### config.mk
export PLATFORM = sky130hd
export DESIGN_NAME = ifu_fetch
export DESIGN_NICKNAME = d
export VERILOG_FILES = /design/src/rtl/ifu_pkg.sv /design/src/rtl/ifu_next_pc.sv /design/src/rtl/ifu_fetch.sv
export SDC_FILE = /design/constraint.sdc
export NUM_CORES = 1
export LEC_CHECK = 0
export CORE_MARGIN = 1
export CORE_UTILIZATION = 44
export DETAILED_ROUTE_END_ITERATION = 12
export GPL_ROUTABILITY_DRIVEN = 0
export PLACE_DENSITY = 0.81
export SLEW_MARGIN = 20
export SYNTH_ARGS = -nofsm -noshare
export SYNTH_HDL_FRONTEND = slang
export SYNTH_SLANG_ARGS = --single-unit
### constraint.sdc
create_clock -name clk -period 2.7 [get_ports clk]
set_input_delay 0.54 -clock clk [delete_from_list [all_inputs] [get_ports clk]]
set_output_delay 0.54 -clock clk [all_outputs]
set_load 0.05 [all_outputs]
### src/rtl/ifu_pkg.sv
// ifu_pkg: shared state encoding, reset PC and instruction field positions for the fetch unit
package ifu_pkg;
    typedef enum logic [1:0] {IDLE, REQ, WAIT} state_t;
    localparam logic [31:0] IFU_RESET_PC = 32'h0000_3000;
    localparam int OPCODE_MSB = 31;
    localparam int OPCODE_LSB = 26;
    localparam int FUNC_MSB = 5;
    localparam int FUNC_LSB = 0;
endpackage

### src/rtl/ifu_next_pc.sv
// ifu_next_pc: next fetch address select among hold, sequential step, redirect target and pending target
module ifu_next_pc #(
    parameter int PC_STEP = 4
) (
    input  logic [31:0] pc,
    input  logic        advance,
    input  logic        take_target,
    input  logic [31:0] target,
    input  logic        take_pend,
    input  logic [31:0] pend_target,
    output logic [31:0] next_pc
);
    always_comb next_pc = take_target ? target : !advance ? pc : take_pend ? pend_target : pc + 32'(PC_STEP);
endmodule

### src/rtl/ifu_fetch.sv
// ifu_fetch: PC, handshaked imem port and one-entry output register toward decode
// IFU_DELAY_SLOT_EN: when defined, redirects honour a MIPS branch delay slot instead of squashing
module ifu_fetch
    import ifu_pkg::*;
#(
    parameter logic [31:0] RESET_PC = IFU_RESET_PC,
    parameter int          PC_STEP  = 4
) (
    input  logic        clk,
    input  logic        rst_n,
    output logic        imem_req_valid,
    input  logic        imem_req_ready,
    output logic [31:0] imem_addr,
    input  logic        imem_rsp_valid,
    input  logic [31:0] imem_rsp_data,
    output logic        instr_valid,
    input  logic        instr_ready,
    output logic [31:0] instr,
    output logic [5:0]  opcode,
    output logic [5:0]  func,
    output logic [31:0] instr_pc,
    input  logic        redirect_valid,
    input  logic [31:0] redirect_target
);
    state_t      state;
    logic [31:0] pc, next_pc, target, pend_target;
    logic        kill, pend_valid, rsp, capture, req_fire, take_target, drop;

    assign target   = redirect_target & ~32'h3;
    assign rsp      = state == WAIT && imem_rsp_valid;
    assign req_fire = imem_req_valid && imem_req_ready;
`ifdef IFU_DELAY_SLOT_EN
    assign capture     = rsp && !kill;
    assign take_target = redirect_valid && (instr_valid || capture);
    assign drop        = 1'b0;
`else
    assign capture     = rsp && !kill && !redirect_valid;
    assign take_target = redirect_valid;
    assign drop        = redirect_valid;
`endif
    // a request is only offered when its response is guaranteed an empty output register
    assign imem_req_valid = state == REQ && (!instr_valid || instr_ready);
    assign imem_addr      = pc;
    assign opcode         = instr[OPCODE_MSB:OPCODE_LSB];
    assign func           = instr[FUNC_MSB:FUNC_LSB];

    ifu_next_pc #(.PC_STEP(PC_STEP)) u_next_pc (
        .pc          (pc),
        .advance     (capture),
        .take_target (take_target),
        .target      (target),
        .take_pend   (pend_valid),
        .pend_target (pend_target),
        .next_pc     (next_pc)
    );

    always_ff @(posedge clk) begin
        if (!rst_n) begin
            state       <= IDLE;
            pc          <= RESET_PC;
            instr_valid <= 1'b0;
            instr       <= '0;
            instr_pc    <= '0;
            kill        <= 1'b0;
            pend_valid  <= 1'b0;
            pend_target <= '0;
        end else begin
            pc          <= next_pc;
            instr_valid <= capture || (instr_valid && !instr_ready && !drop);
            if (capture) begin
                instr    <= imem_rsp_data;
                instr_pc <= pc;
            end
            case (state)
                IDLE:    state <= REQ;
                REQ:     state <= req_fire ? WAIT : REQ;
                WAIT:    state <= rsp ? REQ : WAIT;
                default: state <= IDLE;
            endcase
`ifdef IFU_DELAY_SLOT_EN
            if (redirect_valid) begin
                pend_valid  <= !(instr_valid || capture);
                pend_target <= target;
            end else if (capture) begin
                pend_valid <= 1'b0;
            end
`else
            kill <= redirect_valid ? (state == WAIT && !imem_rsp_valid) || req_fire : kill && !rsp;
`endif
        end
    end
endmodule

==> flow_summary_export.csv <==
group,metric,value,unit
job,drv_cap,0,
global_route,track_usage,23.8,%
global_route,grt_pass1_vias,4118,
synthesis,synth_edf_count,0,
routing,drt-pass1-iter-count,4,
synthesis,ys_top_cells_by_area,"dfxtp_1, nand2_1, a21boi_0",
synthesis,netlist.area_leader.share,43.0,%
clock_network,htree_levels,3,
final_layout,fin_nets,763,
routing,ant_nets,0,
clock_network,cts_resized,0,
sta,fmax,415,MHz
sta,min_period,2410,ps
synthesis,synth_warnings,0,
clock_network,clk_path_buf_depth,2,
hold_path,hold_path_class,"flip-flop to flip-flop",
synthesis,ys_seq_area_share,43.0,%
floorplan,pin_count,180,
critical_path,path_class,"flip-flop to flip-flop",
global_route,grt-ovfl-total,0,
floorplan,fp.dieH,103,microns
pwr,ir_drop,222,uV
sta,finalHoldViolCount,0,
critical_path,critPathRequiredTime,2960,ps
final_layout,antenna_cells,0,
sta,worst_pin_slew,632,ps
pwr,p_per_area,478,nW/um^2
synthesis,netlist_area,4460,sq um
routing,viasPerCell,5.26,
sta,finalSetupTns,0,ps
final_layout,area_delta_synth_final,45.0,%
sta,fin_crit_sh,89.3,%
critical_path,critPathLaunchType,"flip-flop",
placed_design,dpl.hpwl,8970,microns
synthesis,synth_commonest_cells,"nand2_1, dfxtp_1, a21boi_0",
synthesis,syn_avg_cell_area,8.19,sq um
routing,drt_wl_total,12400,microns
final_layout,stdcell_count,830,
final_layout,drive_above_1_share,6.03,%
clock_network,clock-root-buffer,"clkbuf_8",
critical_path,crit_path_end_kind,"flip-flop",
critical_path,crit_fanout,18,
clock_network,clk_latency,370,ps
global_route,grt_pass1_wl,19500,microns
final_layout,seq_area,1920,sq um
floorplan,dieArea,10600,sq um
clock_network,post_cts_buffers,0,
routing,drtIter0Drc,188,
sta,slew_violations,0,
status,status,"complete, no violations",
sta,rsz0062_at_grt,"false",
synthesis,ys_async_sr_fraction,0,%
floorplan,die_w,103,microns
clock_network,clock_sink_count,96,
floorplan,row_count,36,
synthesis,synth_flop_cell,"dfxtp_1",
placed_design,dp.cells,814,
routing,wl_per_cell,15.0,microns
placed_design,port_buffers,173,
synthesis,ys_types,46,
sta,fin_skew,9.19,ps
global_route,antenna_found_initial,0,
synthesis,yosys.cell_count.top_type,"nand2_1",
clock_network,path_clk_slew,90,ps
sta,setup_violations,0,
global_route,grt_max_degree,43,
routing,vias,4365,
clock_network,cts_tree,"done",
floorplan,core_area,9820,sq um
pwr,p_leak,2.20,nW
synthesis,ys_ff_latch,96,
critical_path,worstPathArrival,2670,ps
clock_network,cts_buffers,9,
synthesis,synth.largest_area_cell,"dfxtp_1",
routing,drc_errors,0,
clock_network,hold_buffers,0,
sta,relSlewSlack,57.9,%
final_layout,nFillCells,858,
synthesis,synth_cells,545,
floorplan,initial_core_util,45.5,%
final_layout,multiInputGateArea,2240,sq um
## power breakdown
part	internal (mW)	switching [mW]	total, mW	leakage (nW)
sequential	1.46	0.0572	1.51	0.782
combinational	0.232	0.280	0.512	1.30
clock	0.571	0.495	1.07	0.119
total	2.26	0.833	3.09	2.20
## routing by layer
layer | routed length, microns | GRT usage [%] | share of wire, %
met5 | 0 | 0 | 0
met4 | 294 | 11.1 | 2.4
met3 | 990 | 6.10 | 8.0
met2 | 5930 | 41.4 | 48
met1 | 5210 | 27.3 | 42
## final timing paths
path                                   start            end  slack [ps]  cells after the start
worst max-delay path            imem_addr[2]  imem_addr[26]         290                      5
worst min-delay path               instr[11]      instr[11]         470                      2
worst max register to register  imem_addr[2]  imem_addr[26]         290                      5
worst min register to register     instr[11]      instr[11]         470                      2
## logic make-up after synthesis
group / share of synthesized area, %
AO/OA/AOI/OAI: 21.6
flip-flops: 43.0
adder cells (fa/ha/maj): 0.280
XOR/XNOR: 1.77
AND/OR/NAND/NOR: 26.0
other: 0.0840
buffers and inverters: 7.26
## final cells by class
cell class                      count  area share [%]
Sequential cell                    96            29.7
Inverter                            7           0.406
Tap cell                          133            2.57
Clock buffer                       11            2.34
Clock inverter                      5            1.22
Multi-Input combinational cell    385            34.6
Timing Repair Buffer              193            29.2
## flip-flops by register name (all words and copies together) (netlist names)
| register | count |
|---|---|
| imem_addr | 30 |
| instr | 32 |
| instr_pc | 30 |
| instr_valid | 1 |
| kill | 1 |
| state | 2 |
## critical path, cell delays in order, from the launching register on
cell	delay [ps]
dfxtp_1	470
ha_1	240
nand2_1	120
or3_1	640
or4_1	560
o2111a_1	260
## placed cells by master, fill, tap and decap left out, drive strengths merged, types with 4 or more instances in the layout
master	netlist	final
o311a	5	5
buf	24	22
inv	7	7
conb	1	4
a21oi	5	5
a31oi	5	5
or4	7	7
clkbuf	36	11
nand2b	11	11
nor4	15	15
xnor2	5	5
a211oi	4	4
and4	5	5
or3	5	5
nand2	143	143
clkdlybuf4s50	0	171
nor2	13	13
xor2	4	4
dfxtp	96	96
a21boi	64	64
nand3	16	16
o31a	6	6
nand4	10	10
nor2b	4	4
nor3	4	4
o21ai	17	17
o211a	5	5
## through the flow
stage	hold WS, ps	utilization [%]	power (mW)	instance area [sq um]	worst slack, ps
5_1_grt	489	65.9	3.21	6470	179
4_1_cts	468	65.9	3.12	6470	338
6_report	465	65.9	3.09	6470	288
2_1_floorplan	474	-	1.83	4480	327
3_3_place_gp	449	63.6	2.05	6240	110
3_5_place_dp	456	63.6	2.06	6240	52.4
(Power assumes the default switching activity.)
==> edit 1: new RTL, same settings <==
Add an input register stage for `redirect_target`, without a reset; this delays it by one clock. The other inputs are not delayed to match.
--- a/src/rtl/ifu_fetch.sv
+++ b/src/rtl/ifu_fetch.sv
@@ -22,11 +22,18 @@
     input  logic        redirect_valid,
     input  logic [31:0] redirect_target
 );
+
+    logic [31:0] redirect_target_q;
+
+    always_ff @(posedge clk) begin
+        redirect_target_q <= redirect_target;
+    end
+
     state_t      state;
     logic [31:0] pc, next_pc, target, pend_target;
     logic        kill, pend_valid, rsp, capture, req_fire, take_target, drop;
 
-    assign target   = redirect_target & ~32'h3;
+    assign target   = redirect_target_q & ~32'h3;
     assign rsp      = state == WAIT && imem_rsp_valid;
     assign req_fire = imem_req_valid && imem_req_ready;
 `ifdef IFU_DELAY_SLOT_EN
Check against the original RTL: not equivalent (Yosys sat finds a counterexample within 4 cycles, from zero or initial values and one cycle with rst_n low).
==> edit 1 against the unedited design <==
Clock power grew 120%. Routed wire length grew 7.8%. Sequential cell count up 30. Synthesized area increased by 13%. Setup slack improved by 0.019 ns. Register-to-register slack improved by 0.23 ns. Final area is 15% higher. Highest routed layer unchanged. Total power up 57%.
==> edit 1: results (changes against the unedited design) <==
The net count reported at finish came out at 804 (+5.4%). The run gives 395 uV (+78%) as the worst vdd rail ir drop. The insertion delay of the later-clocked pin in the worst-skew pair came out at 0.41 ns (+0.04 ns). The power in the clock group was 2.37 mW (+120%); the compound-cell area share of the yosys netlist was 18.1% (-3.4 points). The worst flop-to-flop path endpoint was imem_addr[22]. For the detailed placer's ending HPWL, the log shows 9.03 mm (+0.66%).

The post-detailed-route wirelength per cell came out at 15.1 um (+1.1%). The multi-input gate share of the layout cell area is 30.2% (-4.4 points), and the worst endpoint data arrival time is 1.85 ns (-0.82 ns). The run finished with clean final reports. The count of mapped cells out of synthesis came out at 583 (+7.0%). The run gives 4 (+1) as the count of H-tree levels built during CTS.

The switching part of the total was 23.3% (-3.6 points); the count of multi-input combinational gates was 401 (+4.2%). The register bit count reported by yosys is 126 (+31%). Master of the slowest instance on the critical path: clkdlybuf4s50_1.

The worst setup skew after layout is 0.00394 ns (-0.00525 ns), and the largest fanout of any net on the critical path is 8 (-10). The run gives 0.00252 mm^2 (+31%) as the area taken by flip-flops and latches. Post-placement setup slack: 0.170 ns (+0.118 ns). The logs give 0.52 ns (+0.23 ns) for the minimum setup slack among reg-to-reg paths and 4237 (+2.9%) for the via count of the first global-routing pass. The layout filler cell count was 837 (-2.4%). Share of final layout cell area taken by non-clock buffers: 25.0% (-4.2 points).
## edit 1: cell count changes after synthesis, sizes merged, moves of 5 or more
cell,unedited run,this run
nand2,143,150
or4,7,1
or3,5,10
o21ai,17,27
buf,24,18
nor2,13,18
nand2b,11,5
dfxtp,96,126
## edit 1: kinds of logic (layout without fill, tap and decap cells)
kind of cell               after synthesis  in the layout
and+or+nand+nor                        257            257
AOI/OAI and AO/OA                      130            130
DFF                                    126            126
buffers and inverters                   59            218
xor gates and xnor gates                 9              9
adders and majority gates                1              1
other                                    1              4
## edit 1: worst max path at each step
stage / from / end / slack, ns / depth (start not counted)
floorplan: imem_addr[2] / imem_addr[28] / 0.25 / 7
global placement: imem_rsp_valid / imem_addr[23] / 0.20 / 5
detailed placement: imem_rsp_valid / imem_addr[31] / 0.17 / 5
CTS: imem_addr[4] / imem_addr[4] / 0.31 / 1
global route: imem_addr[4] / imem_addr[4] / 0.25 / 1
finish: imem_addr[4] / imem_addr[4] / 0.31 / 1
==> edit 2: new RTL, config.mk and constraints unchanged <==
Made on the original files. The option `IFU_DELAY_SLOT_EN` is turned on by a define.
--- a/src/rtl/ifu_fetch.sv
+++ b/src/rtl/ifu_fetch.sv
@@ -1,5 +1,7 @@
 // ifu_fetch: PC, handshaked imem port and one-entry output register toward decode
 // IFU_DELAY_SLOT_EN: when defined, redirects honour a MIPS branch delay slot instead of squashing
+`define IFU_DELAY_SLOT_EN
+
 module ifu_fetch
     import ifu_pkg::*;
 #(
Behaviour: not the same (Yosys sat finds a counterexample within 4 cycles, from zero or initial values and one cycle with rst_n low).
==> edit 2 against the unedited design <==
Total power up 61%. Setup slack improved by 0.020 ns. Sequential power increased by 33%. Non-clock buffer count rose by 6. Count of clock-buffer cells in the layout rose by 11. Die area increased by 29%. Sequential cell count is 34 higher. Routed wire length increased by 32%. Final area rose by 28%. Synthesized area increased by 29%. Critical path type is now flop to output pin. Critical endpoint is now imem_addr[14]. Largest cell class unchanged.
==> edit 2: results (changes against the unedited design) <==
The run gives 782 as the net count after synthesis. For the insertion delay of the later-clocked pin in the worst-skew pair, the log shows 0.42 ns (+0.05 ns). Worst endpoint data arrival time: 1.85 ns (-0.82 ns).

The run finished with clean final reports. The run gives 7.30 mm (+40%) as the met1 wire length. The post-placement setup slack is 0.351 ns (+0.299 ns), and the clock input transition at the sequential cells of the worst setup and hold paths is 0.06 ns (-0.03 ns). The count of yosys warnings during synthesis was 0 (unchanged); the worst setup skew after layout was 0.00851 ns (-0.000676 ns).

For the global-route usage over all layers, the log shows 24.3% (+0.51 points). The static leakage is 2.96 nW (+35%). The maximum number of pins on one net before global-route repair was 109 (+150%); the sum of routed wire length over all layers was 16.4 mm (+32%). The sequential cell area fraction in the yosys report is 45.0% (+2.0 points), and the met2 routed wirelength is 7.82 mm (+32%).

The amount of wire on met3 after detailed routing was 1.02 mm (+2.9%). The run gives 10.8 mm (+21%) as the detailed placer's ending HPWL. The run gives 25.4 mm (+30%) as the first-pass GRT wire length. The proportion of register bits with asynchronous set or reset after synthesis came out at 0% (unchanged).

Ranked by total cell area, the synthesized netlist is headed by dfxtp_1 (45%), nand2_1 (11%), a21oi_1 (7.6%). The proportion of layout cells with a drive suffix above 1 was 7.32% (+1.3 points). Via count of the first global-routing pass: 5047 (+23%). The largest fanout of any net on the critical path is 9 (-9). The highest layer touched by signal routing is met4.

The setup fix buffers added after clock tree synthesis came out at 0 (unchanged). The port buffer count was 177 (+2.3%). The run gives 52 (+13%) as the distinct cell type count of the synthesized netlist. Grouping stages by cell kind, the critical path spends the most delay in buffers and inverters.

The layout filler cell count was 1103 (+29%); the routed via count was 5605 (+28%). Worst vdd rail ir drop: 464 uV (+110%). In the synthesized netlist, the cells that appear most often are nand2_1 (168), dfxtp_1 (130), a21oi_1 (88). The initial detailed-routing violation count came out at 415 (+120%). On the critical path, the stage with the largest delay is an instance of clkdlybuf4s50_1. The number of gates given a new drive strength after cts was 0 (unchanged). The net count reported at finish is 932 (+22%). The count of H-tree levels built during CTS was 4 (+1); the count of non-filler cells in the finished layout was 1046 (+26%). In this run the clock root is driven by a clkbuf_16.

Actual slew at the worst max-slew pin: 0.571 ns (-0.0603 ns). The delay of the slowest critical-path stage came out at 0.88 ns (+0.24 ns). The number of CTS-inserted buffers came out at 17 (+8).

The count of mapped cells out of synthesis is 711 (+30%).
-- edit 2: changes by cell type in the layout (fill, tap and decap cells not counted), moves of 9 or more --
cell	change
clkbuf_8	-9
o22ai_1	+9
nor4_1	-12
clkbuf_16	+17
nand2_1	+26
a21boi_0	-64
nor3_1	+10
o211ai_1	+9
o21ai_0	+12
dfxtp_1	+34
a21oi_1	+83
mux2i_1	+31
nor2_1	+29
-- edit 2: cells by family (layout without fill, tap and decap cells) --
| logic type | count (synthesis) | in the layout | share of synthesized area, % |
|---|---|---|---|
| AND/OR/NAND/NOR | 277 | 277 | 22.0 |
| adder cells (fa/ha/maj) | 1 | 1 | 0.216 |
| XOR/XNOR | 19 | 19 | 2.88 |
| buffers and inverters | 74 | 237 | 5.80 |
| flip-flops | 130 | 130 | 45.0 |
| multiplexers | 32 | 32 | 5.56 |
| AO/OA/AOI/OAI | 178 | 178 | 18.5 |
-- edit 2: area by class of cell --
| type | count | share of cell area, % |
|---|---|---|
| tap | 172 | 2.59 |
| multi-input combinational | 507 | 34.3 |
| timing repair buffer | 199 | 23.7 |
| clock buffer | 22 | 5.59 |
| clock inverter | 10 | 2.17 |
| sequential | 130 | 31.4 |
| inverter | 6 | 0.287 |
-- edit 2: per-stage QoR --
stage	utilization [%]	total power [mW]	cell area, um^2
after CTS	65.2	5.01	8300
final	65.2	4.97	8300
after global placement	60.1	2.50	7650
after global routing	65.2	5.14	8300
after floorplan	-	2.29	5780
after detailed placement	60.1	2.50	7650
-- edit 2: worst paths after layout --
| kind | start | to | slack [ns] |
|---|---|---|---|
| max | imem_addr[14] | imem_addr[14] | 0.31 |
| min | instr_pc[15] | instr_pc[15] | 0.45 |
| max reg2reg | imem_addr[5] | imem_addr[31] | 0.55 |
| min reg2reg | instr_pc[15] | instr_pc[15] | 0.45 |
-- edit 2: per-layer routing --
layer  vias to the layer above  global-route usage (%)
met5                         -                       0
met4                         0                    8.19
met3                        29                    6.90
met2                       175                    39.0
li1                       2764                       -
met1                      2637                    31.4
-- edit 2: tightest hold or removal path: cells and delay by family (launching register included) --
family / cells / cell delay (ns)
flip-flops: 1 / 0.30
AO/OA/AOI/OAI: 1 / 0.05
AND/OR/NAND/NOR: 1 / 0.05
-- edit 2: power breakdown --
part | internal [mW] | switching [mW]
logic | 0.206 | 0.254
clock network | 1.68 | 0.819
registers | 1.97 | 0.0390
total | 3.85 | 1.11
